--- src/rtl/i2c_txn_arbiter.sv ---
// Two-requester round-robin front end for a single I2C master: grant, issue, wait, respond.
// Optional WAIT timeout is enabled by defining I2C_ARB_TIMEOUT_EN.
module i2c_txn_arbiter #(
  parameter int unsigned TIMEOUT_CYCLES = 64
) (
  input  logic        clk,
  input  logic        reset_n,
  input  logic [1:0]  req_valid,
  input  logic [1:0]  req_rw,
  input  logic [13:0] req_addr,
  input  logic [15:0] req_wdata,
  output logic [1:0]  req_ready,
  output logic [1:0]  rsp_valid,
  output logic [7:0]  rsp_rdata,
  output logic        rsp_err,
  output logic        busy,
  output logic        Master_en,
  output logic        R_W_en,
  output logic [6:0]  Mem_Addr,
  output logic [7:0]  Data,
  input  logic [7:0]  data_out,
  input  logic        done
);

  typedef enum logic [1:0] {IDLE, ISSUE, WAIT, RESP} state_t;

  if (TIMEOUT_CYCLES == 0) begin : g_bad_timeout
    $error("TIMEOUT_CYCLES must be at least 1");
  end

  state_t      state_q, state_d;
  logic        rr_ptr_q, rr_ptr_d;
  logic        gnt_q, gnt_d;
  logic        rw_q, rw_d;
  logic [6:0]  addr_q, addr_d;
  logic [7:0]  wdata_q, wdata_d;
  logic [1:0]  req_ready_q, req_ready_d;
  logic [1:0]  rsp_valid_q, rsp_valid_d;
  logic [7:0]  rdata_q, rdata_d;
  logic        master_en_q, master_en_d;
  logic        gnt_sel;

`ifdef I2C_ARB_TIMEOUT_EN
  localparam int unsigned CNT_W = (TIMEOUT_CYCLES > 1) ? $clog2(TIMEOUT_CYCLES) : 1;
  logic [CNT_W-1:0] tmo_cnt_q, tmo_cnt_d;
  logic             rsp_err_q, rsp_err_d;
  logic             tmo_hit;

  // Counter holds the number of WAIT cycles already completed.
  assign tmo_hit = (tmo_cnt_q == CNT_W'(TIMEOUT_CYCLES - 1));
`endif

  // Single requester wins outright; contention is resolved by rr_ptr.
  assign gnt_sel = (req_valid == 2'b11) ? rr_ptr_q : req_valid[1];

  always_comb begin
    state_d     = state_q;
    rr_ptr_d    = rr_ptr_q;
    gnt_d       = gnt_q;
    rw_d        = rw_q;
    addr_d      = addr_q;
    wdata_d     = wdata_q;
    req_ready_d = '0;
    rsp_valid_d = '0;
    rdata_d     = rdata_q;
    master_en_d = 1'b0;
`ifdef I2C_ARB_TIMEOUT_EN
    tmo_cnt_d   = tmo_cnt_q;
    rsp_err_d   = 1'b0;
`endif
    case (state_q)
      IDLE: begin
        if (|req_valid) begin
          gnt_d       = gnt_sel;
          rr_ptr_d    = ~gnt_sel;
          rw_d        = req_rw[gnt_sel];
          addr_d      = gnt_sel ? req_addr[13:7] : req_addr[6:0];
          wdata_d     = gnt_sel ? req_wdata[15:8] : req_wdata[7:0];
          req_ready_d = gnt_sel ? 2'b10 : 2'b01;
          state_d     = ISSUE;
        end
      end
      ISSUE: begin
        master_en_d = 1'b1;
        state_d     = WAIT;
`ifdef I2C_ARB_TIMEOUT_EN
        tmo_cnt_d   = '0;
`endif
      end
      WAIT: begin
        if (done) begin
          rdata_d     = rw_q ? data_out : '0;
          rsp_valid_d = gnt_q ? 2'b10 : 2'b01;
          state_d     = RESP;
        end
`ifdef I2C_ARB_TIMEOUT_EN
        else if (tmo_hit) begin
          rdata_d     = '0;
          rsp_err_d   = 1'b1;
          rsp_valid_d = gnt_q ? 2'b10 : 2'b01;
          state_d     = RESP;
        end else begin
          tmo_cnt_d   = tmo_cnt_q + CNT_W'(1);
        end
`endif
      end
      RESP:    state_d = IDLE;
      default: state_d = IDLE;
    endcase
  end

  always_ff @(posedge clk) begin
    if (!reset_n) begin
      state_q     <= IDLE;
      rr_ptr_q    <= 1'b0;
      gnt_q       <= 1'b0;
      rw_q        <= 1'b0;
      addr_q      <= '0;
      wdata_q     <= '0;
      req_ready_q <= '0;
      rsp_valid_q <= '0;
      rdata_q     <= '0;
      master_en_q <= 1'b0;
    end else begin
      state_q     <= state_d;
      rr_ptr_q    <= rr_ptr_d;
      gnt_q       <= gnt_d;
      rw_q        <= rw_d;
      addr_q      <= addr_d;
      wdata_q     <= wdata_d;
      req_ready_q <= req_ready_d;
      rsp_valid_q <= rsp_valid_d;
      rdata_q     <= rdata_d;
      master_en_q <= master_en_d;
    end
  end

`ifdef I2C_ARB_TIMEOUT_EN
  always_ff @(posedge clk) begin
    if (!reset_n) begin
      tmo_cnt_q <= '0;
      rsp_err_q <= 1'b0;
    end else begin
      tmo_cnt_q <= tmo_cnt_d;
      rsp_err_q <= rsp_err_d;
    end
  end

  assign rsp_err = rsp_err_q;
`else
  assign rsp_err = 1'b0;
`endif

  assign req_ready = req_ready_q;
  assign rsp_valid = rsp_valid_q;
  assign rsp_rdata = rdata_q;
  assign busy      = (state_q != IDLE);
  assign Master_en = master_en_q;
  assign R_W_en    = rw_q;
  assign Mem_Addr  = addr_q;
  assign Data      = wdata_q;

endmodule

--- config.mk ---
export PLATFORM = sky130hd
export DESIGN_NAME = i2c_txn_arbiter
export DESIGN_NICKNAME = d
export VERILOG_FILES = /design/src/rtl/i2c_txn_arbiter.sv
export SDC_FILE = /design/constraint.sdc
export NUM_CORES = 1
export LEC_CHECK = 0
export BUFFER_PORTS_ARGS = -buffer_cell sky130_fd_sc_hd__buf_2
export CAP_MARGIN = 0
export CORE_ASPECT_RATIO = 1.5
export CORE_MARGIN = 2
export CORE_UTILIZATION = 48
export DETAILED_ROUTE_END_ITERATION = 12
export PLACE_DENSITY_LB_ADDON = 0.2
export SLEW_MARGIN = 25
export SYNTH_ARGS = -nofsm -noshare
export SYNTH_HDL_FRONTEND = slang
export SYNTH_SLANG_ARGS = --single-unit
--- constraint.sdc ---
create_clock -name clk -period 3.2 [get_ports clk]
set_input_delay 0.32 -clock clk [delete_from_list [all_inputs] [get_ports clk]]
set_output_delay 0.32 -clock clk [all_outputs]
set_load 0.005 [all_outputs]
==> results.md <==
* Cts repair resizes at 0
* Critical path arrival at around 1.3 ns
* Largest family of logic cells by synthesized area: compound AO/OA/AOI/OAI gates
* IO Count at 76
* Site row count at 24
* Hold EP: Data[6]
* Antenna cells at 0
* DP Wirelength at about 2500 um
* Clock sinks at 33
* Synthesized area at 1480 um^2
* H-tree level count at 2
* CTS max path bufs at 2
* CP Max Fanout at 7
* R2R setup slack at between 1.5 and 2 ns
* CTS root buf: clkbuf_8
* Worst skew pair latency at between 0.2 and 0.3 ns
* Max Clk Rate at a little over 600 MHz
* Status: finished clean
* Largest net degree at the start of global routing at 24
* Worst hold path type: in -> reg
* Global Route met1 Usage at 0.242
* Final #Nets at roughly 280
* Clock transition at path regs at around 0.07 ns
* Total Wirelength at between 3000 and 4000 um
* Vias in the first global route at between 1000 and 1500
* Adder-cell area share of the yosys netlist at 0.0339
* CTS tree: yes
* R2r worst-path depth at 5
* Post-synth cell types at 32
* Crit Path Category: reg -> out
* Fin crit share at 0.511
* Met2 Use GR at 0.381
* Final core utilization at 0.652
* Worst Hold Path Cells at 3
* Compound-Gate Fraction of Synth Area at 0.313
* Via-to-Cell Ratio at 5.26
* Max cap viols at 0
* Worst R2R End: rsp_rdata[4]
* Synthesized flop and latch total at 33
* Initial core utilization at 0.506
* Initial drt markers at 55
* Share of cells above drive strength 1 at 0.373
* Simple-Gate Fraction of Synth Area at 0.102
* Area added between synthesis and finish at 28.7%
* Avg Inst Size Synth at ~8.7 um^2
* Overall global routing resource usage at 0.218
* Average wire per cell in the routed design at roughly 13 um
* Fin Hold WS at ~0.29 ns
* Startpoint Class: flop
* Die area at 3540 um^2
* Via count at 1447
* Final hold violations at 0
* Global Route met3 Usage at 0.0576
* Design area at around 1900 um^2
* Gp weighted congestion at ~0.68
* YS warnings at 0
* Post-Synth XOR/XNOR Area at 0
* Remaining Overflow, GRT at 0
* Critical Path End Type: output port
* WP data required at roughly 2.9 ns
* Initial antenna violation count at 0
* PnR Total Power at ~1.5 mW
* Top Usage Layer GRT: met2
* Syn_nets at about 220
* Core box area at around 3000 um^2
* Skew final at 0.00673 ns
* First-pass iteration count of the detailed router at 4
* Antenna-violating nets left at 0
* Power per Cell Area at around 780 nW/um^2
* LEAKAGE at around 0.86 nW
* Setup violators final at 0
* Crit Reg-Reg Startpoint: state_q[0]
* Hold buffers post-CTS at 0
* Final critical-path required period at between 1.5 and 2 ns
* Die width at approximately 50 um
* Count of final max-slew check failures at 0
* Mux share of post-synthesis cell area at 0.00679
* DRC at 0
* Post CTS Setup Buffer Count at 0
* RSZ-0062 raised after global routing: no
* VDD IR max at approximately 0.00051 V
* Register area share after synthesis at 0.448
* Die Ht at around 72 um
* Setup TNS at 0 ns
* CTS Buf Count at 5
* Hold Startpoint: req_wdata[6]
* Placed inst area at between 1500 and 2000 um^2
* PortBufs at between 70 and 80
* First-pass GRT wire length at about 6000 um
* Gate Count Post-Synth at about 170
-- how the worst max path moves through the flow --
stage                     startpoint           end  cells after the start
after CTS                 state_q[0]          busy                      4
after global placement    state_q[0]  rsp_rdata[0]                      5
final                     state_q[0]          busy                      4
after floorplan           state_q[0]    state_q[0]                      5
after global routing      state_q[0]          busy                      4
after detailed placement  state_q[0]  rsp_rdata[4]                      5
-- per-layer routing --
metal | routed length [um] | share of wire | up-vias
li1 | - | - | 745
met1 | 1510 | 0.42 | 642
met2 | 1820 | 0.50 | 54
met3 | 228 | 0.063 | 6
met4 | 67 | 0.018 | 0
met5 | 0 | 0 | -
-- layout by cell type, fill, tap and decap left out --
cell       instances
and2b_4            1
ha_1               4
inv_1              6
nor3_1             2
nand2_1           11
a211oi_2           1
o21ai_4            1
nor4_2             1
nor2_1             1
inv_2              1
clkbuf_8           6
mux2i_1            1
a31oi_1           16
o21ai_0           31
o31a_1             1
buf_2             74
a32oi_1            1
nor3b_1            1
dfxtp_1           33
o21ai_1            1
and2_1             1
o21a_1             1
conb_1             1
nand4_1            8
o21a_2             1
bufinv_16          1
a21oi_1           26
a311oi_1           1
clkbuf_1           1
nand2b_2           1
-- logic make-up (layout without fill, tap and decap cells) --
| group | after synthesis | after routing |
|---|---|---|
| AO/OA/AOI/OAI | 81 | 81 |
| AND/OR/NAND/NOR | 27 | 27 |
| flip-flops | 33 | 33 |
| buffers and inverters | 22 | 89 |
| adder cells (fa/ha/maj) | 4 | 4 |
| multiplexers | 1 | 1 |
| other | 1 | 1 |
-- cells in the mapped netlist, drive strengths merged --
cell type | instances | area (um^2)
and2b | 1 | 10.0
clkbuf | 3 | 11.3
nand2 | 11 | 41.3
nor4 | 1 | 12.5
o31a | 1 | 8.76
o21a | 2 | 16.3
nor2 | 1 | 3.75
a31oi | 16 | 100
buf | 12 | 101
mux2i | 1 | 10.0
and2 | 1 | 6.26
a32oi | 1 | 8.76
nor3 | 2 | 10.0
dfxtp | 33 | 661
a311oi | 1 | 8.76
ha | 4 | 50.1
nand2b | 1 | 8.76
o21ai | 33 | 176
nand4 | 8 | 50.1
conb | 1 | 3.75
a21oi | 26 | 130
inv | 7 | 26.3
a211oi | 1 | 12.5
nor3b | 1 | 7.51
-- power by group --
part           leakage (nW)  internal, mW  switching [mW]  total (mW)
clock                0.0585         0.254           0.144       0.398
combinational         0.533         0.213           0.290       0.503
sequential            0.271         0.512          0.0589       0.571
total                 0.862         0.978           0.493        1.47
-- critical path, cell delays in order, from the launching register on --
cell and delay, ns:
dfxtp_1 0.33, inv_1 0.11, ha_1 0.32, inv_1 0.13, buf_2 0.15
-- cell type report --
type                       instances  area (um^2)
fill                             285         1010
sequential                        33          661
clock inverter                     1         30.0
timing repair buffer              74          370
tap                               39         48.8
clock buffer                       7         86.3
inverter                           7         26.3
multi-input combinational        114          676
-- state kept, by name (all words and copies together) (netlist names) --
signal,cells
rsp_valid,2
Master_en,1
state_q,2
Mem_Addr,7
req_ready,2
rr_ptr_q,1
R_W_en,1
rsp_rdata,8
gnt_q,1
Data,8
-- through the flow --
step	cells	setup slack, ns
after floorplan	169	1.90
after global placement	267	1.77
after detailed placement	267	1.74
after CTS	275	1.56
after global routing	275	1.49
final	275	1.57
Note: power is estimated with default switching activity, not from simulation.
